$ cat src/rtl/seq_blocks_0_result_sink.sv
// Frame capture sink: stores IN_DEPTH beats into a RAM, then holds the frame
// until clear; an independent 2-stage pipelined read port serves q0.
module seq_blocks_0_result_sink #(
  parameter int IN_SIZE    = 32,
  parameter int IN_WIDTH   = 16,
  parameter int IN_DEPTH   = 8,
  parameter int ADDR_WIDTH = $clog2(IN_DEPTH) + 1
) (
  input  logic                         clk,
  input  logic                         rst,
  input  logic [IN_WIDTH-1:0]          data_in [IN_SIZE],
  input  logic                         data_in_valid,
  output logic                         data_in_ready,
  input  logic                         clear,
  input  logic [ADDR_WIDTH-1:0]        address0,
  input  logic                         ce0,
  output logic [IN_WIDTH*IN_SIZE-1:0]  q0,
  output logic                         done,
  output logic [ADDR_WIDTH-1:0]        count
);

  localparam int BEAT_W = IN_WIDTH * IN_SIZE;
  localparam int IDX_W  = (IN_DEPTH > 1) ? $clog2(IN_DEPTH) : 1;
  localparam logic [ADDR_WIDTH-1:0] LAST_BEAT = ADDR_WIDTH'(IN_DEPTH - 1);
  localparam logic [ADDR_WIDTH-1:0] DEPTH_A   = ADDR_WIDTH'(IN_DEPTH);

  typedef enum logic {
    FILL,
    FULL
  } state_t;

  state_t              state;
  logic [BEAT_W-1:0]   ram [IN_DEPTH];
  logic [BEAT_W-1:0]   beat;
  logic [BEAT_W-1:0]   rd_word;
  logic [BEAT_W-1:0]   stage0;
  logic [BEAT_W-1:0]   stage1;
  logic                accept;
  logic                rd_in_range;

  always_comb begin
    beat = '0;
    for (int unsigned j = 0; j < IN_SIZE; j++) begin
      beat[IN_WIDTH*j +: IN_WIDTH] = data_in[j];
    end
  end

  assign data_in_ready = (state == FILL);
  assign accept        = data_in_valid && data_in_ready && !clear;

  always_ff @(posedge clk) begin
    if (rst) begin
      state <= FILL;
      count <= '0;
      done  <= 1'b0;
    end else if (clear) begin
      state <= FILL;
      count <= '0;
      done  <= 1'b0;
    end else if (accept) begin
      count <= count + ADDR_WIDTH'(1);
      if (count == LAST_BEAT) begin
        state <= FULL;
        done  <= 1'b1;
      end
    end
  end

  // count stays below IN_DEPTH while FILL, so its low bits address the RAM directly.
  always_ff @(posedge clk) begin
    if (!rst && accept) begin
      ram[count[IDX_W-1:0]] <= beat;
    end
  end

  assign rd_in_range = (address0 < DEPTH_A);

  always_comb begin
    rd_word = '0;
    if (rd_in_range) begin
      rd_word = ram[address0[IDX_W-1:0]];
    end
  end

  always_ff @(posedge clk) begin
    if (rst) begin
      stage0 <= '0;
      stage1 <= '0;
    end else if (ce0) begin
      stage0 <= rd_word;
      stage1 <= stage0;
    end
  end

  assign q0 = stage1;

  a_count_bounded: assert property (@(posedge clk) disable iff (rst) count <= DEPTH_A);
  a_done_matches_state: assert property (@(posedge clk) disable iff (rst) done == (state == FULL));

endmodule

$ cat config.mk
export PLATFORM = sky130hd
export DESIGN_NAME = seq_blocks_0_result_sink
export DESIGN_NICKNAME = d
export VERILOG_FILES = /design/src/rtl/seq_blocks_0_result_sink.sv
export SDC_FILE = /design/constraint.sdc
export NUM_CORES = 2
export LEC_CHECK = 0
export BUFFER_PORTS_ARGS = -buffer_cell sky130_fd_sc_hd__buf_4
export CAP_MARGIN = 20
export CELL_PAD_IN_SITES_DETAIL_PLACEMENT = 1
export CELL_PAD_IN_SITES_GLOBAL_PLACEMENT = 2
export CORE_UTILIZATION = 28
export CTS_CLUSTER_SIZE = 12
export DETAILED_ROUTE_END_ITERATION = 16
export GPL_ROUTABILITY_DRIVEN = 1
export PLACE_DENSITY_LB_ADDON = 0.1
export RECOVER_POWER = 50
export REMOVE_ABC_BUFFERS = 1
export SKIP_CTS_REPAIR_TIMING = 1
export SLEW_MARGIN = 25
export SYNTH_ARGS = -nofsm -noshare
export SYNTH_HDL_FRONTEND = slang
export SYNTH_SLANG_ARGS = --single-unit
$ cat constraint.sdc
create_clock -name clk -period 93.2 [get_ports clk]
set_input_delay 13.98 -clock clk [delete_from_list [all_inputs] [get_ports clk]]
set_output_delay 13.98 -clock clk [all_outputs]
set_load 0.05 [all_outputs]
---- Yosys cells after proc, flatten, opt, wreduce, memory -nomap -nowiden ----
Memories as Yosys holds them, arrays and structs flattened.
Index checks and enable logic that the tools add are counted.
word-level totals
  flip-flop bits (word level) ............. 1029
  bits in latches ......................... 0
  RAM bits ................................ 4096
  bits in read-only memories .............. 0
  input port bits ......................... 521
  memories ................................ 1
operators by class
  add/sub/neg operators ................... 1
  multipliers ............................. 0
  divide/modulo/power cells ............... 0
  magnitude comparators ................... 1
  equal/unequal tests ..................... 1
  shift-type cells ........................ 0
  mux-type cells .......................... 3
  bitwise gates (word level) .............. 1
  reductions and logical operators ........ 7
memory list
  memory  depth  width  rd ports  clocked after Yosys merged registers in  wr ports  RTL line  RTL
  ram     8      512    1         0                                        1         33        logic [BEAT_W-1:0] ram [IN_DEPTH];
operator list
  cell                                           number
  two-way mux 512 bit                            1
  adder 4 x 1 -> 4 bit, second input constant    1
  == test 4 x 3 -> 1 bit, second input constant  1
  < comparator 4 bit, second input constant      1
  logical AND 1 bit                              3
  zero test 1 bit                                2
  two-way mux 1 bit                              2
  AND reduction 2 bit                            1
  OR reduction 2 bit                             1
  inverter 1 bit                                 1

---- Depth between registers and ports, before layout ----
  depth after elaboration ................. 6
  mapped depth ............................ 9

---- Worst setup path after synthesis ----
Ideal clock, no wire load.
  kind .................................... input -> register
  start point ............................. in clear
  end point ............................... mem ram[4][0] (netlist bit) (enable)
  library setup time ...................... 2012 ps
  arrival time ............................ 48973 ps
  slack ................................... 42215 ps
  stages .................................. 3
  buffers on the path ..................... 0
  path through ............................ nor3b_2 nand3b_1 nor3_1
on the way
  cells in the longest elaborated chain, start to end .. 5
ends and longest elaborated chain
  item                                     RTL line  RTL
  start, declared                          14        input logic clear,
  zero test 1 bit                          49        assign accept = data_in_valid && data_in_ready && !clear;
  logical AND 1 bit                        49
  logical AND 1 bit                        71        if (!rst && accept) begin
  two-way mux 1 bit                        71
  two-way mux 1 bit (not written as such)  72        ram[count[IDX_W-1:0]] <= beat;
  end, declared                            33
No other way between the ends.

==> reports/results.txt <==
Traced cell by cell, the critical path runs through clkbuf_1 > clkbuf_1 > clkbuf_1 > clkbuf_1 > buf_4 > mux2i_1 > nor2_1. Among cell families on the critical path, the largest total delay comes from buffers and inverters. Clock buffer count from CTS: 606.

The cell sitting at the root of the clock tree is a sky130_fd_sc_hd__clkbuf_16. Entering global routing, the biggest net connects 126 pins. For the area used by multi-input combinational logic, the log shows 44100 um2. The startpoint identified for the worst hold timing path is stage0[185]$_SDFFE_PP0P_. The number of flops mapped to enable cells by yosys works out to 4096. The logs give 5.02 mW for the overall power consumption and 0.468 ns for the minimum hold slack. The number of slew-limit violations in the final report is 1171.

The cell area that synthesis handed to floorplanning was 191000 um2. Kind of capture point of the worst setup path: a flip-flop. For hold timing, the worst endpoint is stage0[185]$_SDFFE_PP0P_. Of the synthesized area, sequential elements account for 75.1%. The run gives 75.4 nW as the static leakage power. Global routing finished with a remaining overflow of 0. The logs give 101460 for the number of vias after detailed routing and 94.12 ns for the required arrival time at the worst endpoint.

The most common cell in the synthesized netlist is sky130_fd_sc_hd__edfxtp_1. The wire-length estimate of the detail-placed layout is 343000 um. The cell that appears most often on the critical path is sky130_fd_sc_hd__clkbuf_1.

The logs give 68835 for the final-layout fill cell count and 0.703 for the placer congestion estimate. 1039 I/O pins were placed. The synthesis-stage register bit count works out to 5125. The final reports fail on capacitance limit, slew limit. The clock arrives with 0.0616 ns of skew.

The number of hold-slack violations in the final timing report was 0. Dividing total power by cell area gives a power density of 22.3 nW/um2. The start-to-end type of the worst setup path is in -> reg. Measured in cells, the most critical reg-to-reg path has a length of 6. The count of buffers inserted at the top-level ports was 1038. The logs give 0 for the number of nets still failing antenna checks after routing and 292 for the initial antenna violation count.

The flow ran to the end, but the final reports show violations. Summed over all layers, the routed wires come to 592000 um. In this run the tightest slew margin relative to its limit is -461%. The run gives 72.17 ns as the worst slack after detailed placement. The share of flip-flops with an asynchronous set or reset after synthesis was 0%; the DRC marker count from the first detailed-route iteration was 5616. The destination of the worst register-to-register timing path is ram[6][75]$_DFFE_PP_. The CTS clock-pin slew for the worst setup and hold paths came out at 0.05 ns. The transition time at the pin with the least slew margin is 8.41 ns. The wire length of the first global-routing pass is 834000 um. Total global routing track utilization: 16.7%.

The number of global-route vias before repair was 109607. Across all setup checks in the final design, the least slack found is 68.40 ns. The die is 828 um wide. The run gives 0 as the setup-violating endpoint count in the final report. No sink is reached through more buffers than the 4 on the longest clock path. The worst-case IR drop observed on VDD is 0.0185 mV. In this design, the stage delay of the slowest critical-path cell is 5.01 ns. In this run the worst path has a maximum fanout of 106. Among all flip-flop cells after synthesis, the most frequent one is sky130_fd_sc_hd__edfxtp_1. STA classifies the critical path startpoint as an input pin.

The clock drives 5125 sinks. The critical path contains buffers and inverters numbering 5 combined. For the number of instances in the synthesized netlist, the log shows 10861. The setup check on the worst reg-to-reg path leaves a slack of 83.03 ns. The tools report the startpoint of the worst register-to-register path as state$_SDFFE_PP0P_.

In the final routed layout, each cell accounts on average for 27.4 um. The vias per cell came out at 4.69. Setup repair after global routing left no endpoint under its margin.

Distinct cell type count after synthesis: 28. The worst hold path passes through 2 cells. The CTS H-tree depth was 6; the post-synthesis average cell area was 17.6 um2. In this run the core area contains 303 standard-cell rows.

The tools report the area occupied by registers as 144000 um2. Derived from the worst setup path, the maximum achievable clock frequency is 0.0403 GHz. For this run, the post-layout net count is 12578. The final cycle utilization of the critical path is 26.6%, and the final critical-path required period is 24.80 ns. Once layout is complete, the utilization of the core stands at 33.1%.

The largest individual stage delay along the critical path comes from the cell sky130_fd_sc_hd__clkbuf_1. After detailed routing, the number of remaining DRC violations is 0. The run gives 0 as the warning count from the yosys run.

The post-route netlist has 15.4% of its cells at a drive strength greater than 1. The leading area contributor after synthesis is sky130_fd_sc_hd__edfxtp_1. The path class of the tightest hold or removal check is reg -> reg. The first detailed-routing pass took 5 iterations. The tools report the max-cap check violation count as 24.

In this run the biggest area consumer among cell types represents 64.3% of the synthesized area. The die is 828 um tall. The commonest cells after synthesis are 4096 x sky130_fd_sc_hd__edfxtp_1, 1537 x sky130_fd_sc_hd__mux2i_1, 1029 x sky130_fd_sc_hd__dfxtp_1. Ranked by total cell area, the synthesized netlist is headed by sky130_fd_sc_hd__edfxtp_1 64%, sky130_fd_sc_hd__dfxtp_1 11%, sky130_fd_sc_hd__mux2i_1 8.0%. The die covers 686000 um2.

From synthesis to final layout, the design area changed by 18.0%. TritonCTS built the clock tree. In this run the standard cell core region covers 681000 um2.

The starting density of the core was 28.1%; the arrival time of the worst setup path was 25.73 ns. After routing, the total negative slack on setup checks comes to 0 ns. The later pin in the worst-skew pair is clocked with a latency of 1.07 ns.
==> power by group <==
| group | total, mW | switching (mW) | leakage, nW | internal, mW |
|---|---|---|---|---|
| combinational | 0.234 | 0.153 | 20.8 | 0.0807 |
| sequential | 2.51 | 0.0168 | 45.3 | 2.49 |
| clock | 2.28 | 0.964 | 9.32 | 1.31 |
==> flip-flops by register name, summed over array words and instances, names as in the netlist <==
register,cells
ram,4096
q0,512
stage0,512
count,4
state,1
==> how the worst max path moves through the flow <==
stage	from	endpoint	slack [ns]	depth (start not counted)
after floorplan	clear	ram[4][0]$_DFFE_PP_	42.21	3
after global placement	address0[0]	stage0[458]$_SDFFE_PP0P_	72.19	12
after detailed placement	address0[0]	stage0[29]$_SDFFE_PP0P_	72.17	12
after CTS	address0[0]	stage0[29]$_SDFFE_PP0P_	73.41	12
after global routing	ce0	q0[347]$_SDFFE_PP0P_	67.62	7
final	ce0	q0[142]$_SDFFE_PP0P_	68.40	7
==> cell usage in the layout (no fill, tap or decap), types with 408 or more instances in the layout <==
| cell type | n |
|---|---|
| sky130_fd_sc_hd__edfxtp_1 | 4096 |
| sky130_fd_sc_hd__mux2i_1 | 1537 |
| sky130_fd_sc_hd__dfxtp_1 | 1029 |
| sky130_fd_sc_hd__nand2b_1 | 922 |
| sky130_fd_sc_hd__clkbuf_1 | 881 |
| sky130_fd_sc_hd__clkbuf_16 | 611 |
| sky130_fd_sc_hd__buf_4 | 559 |
| sky130_fd_sc_hd__nor2_1 | 516 |
| sky130_fd_sc_hd__a22oi_1 | 512 |
| sky130_fd_sc_hd__mux4_2 | 512 |
| sky130_fd_sc_hd__a21oi_1 | 512 |
| sky130_fd_sc_hd__nand3_1 | 408 |
==> layer usage <==
metal  up-vias  routed length [um]  global-route usage, %  part of all wire [%]
met3      1057               30100                   3.72                   5.1
li1      44691                   -                      -                     -
met4       122               14200                   4.20                   2.4
met2      2083              291000                   28.7                    49
met1     53507              256000                   21.4                    43
met5         -                 787                      0                  0.13
==> kinds of logic after synthesis <==
| family | share of synthesized area, % |
|---|---|
| flops | 75.1 |
| simple gates | 5.16 |
| xor+xnor | 0.0137 |
| fa+ha+maj | 0.00654 |
| mux | 14.1 |
| buf+inv | 1.87 |
| compound gates | 3.76 |
==> final cells by class <==
| cell class | instances | area share, % |
|---|---|---|
| flip-flops and latches | 5125 | 63.7 |
| multi-input cells | 5049 | 19.5 |
| clock buffers | 855 | 7.40 |
| well taps | 8997 | 4.99 |
| repair buffers | 1272 | 3.25 |
| clock inverters | 267 | 1.07 |
| diodes | 75 | 0.0832 |
| inverters | 2 | 0.00333 |
==> worst min-delay path: stages, from the launching register on <==
cell and delay (ns):
sky130_fd_sc_hd__dfxtp_1 0.31, sky130_fd_sc_hd__nand2b_1 0.06, sky130_fd_sc_hd__a21oi_1 0.05
==> through the flow <==
| step | std cells | cell area [um2] |
|---|---|---|
| after floorplan | 10176 | 188000 |
| after global placement | 20443 | 209000 |
| after detailed placement | 20444 | 209000 |
| after CTS | 21566 | 228000 |
| after global routing | 21593 | 225000 |
| final | 21642 | 226000 |
Power figures use the tool's default switching activity.
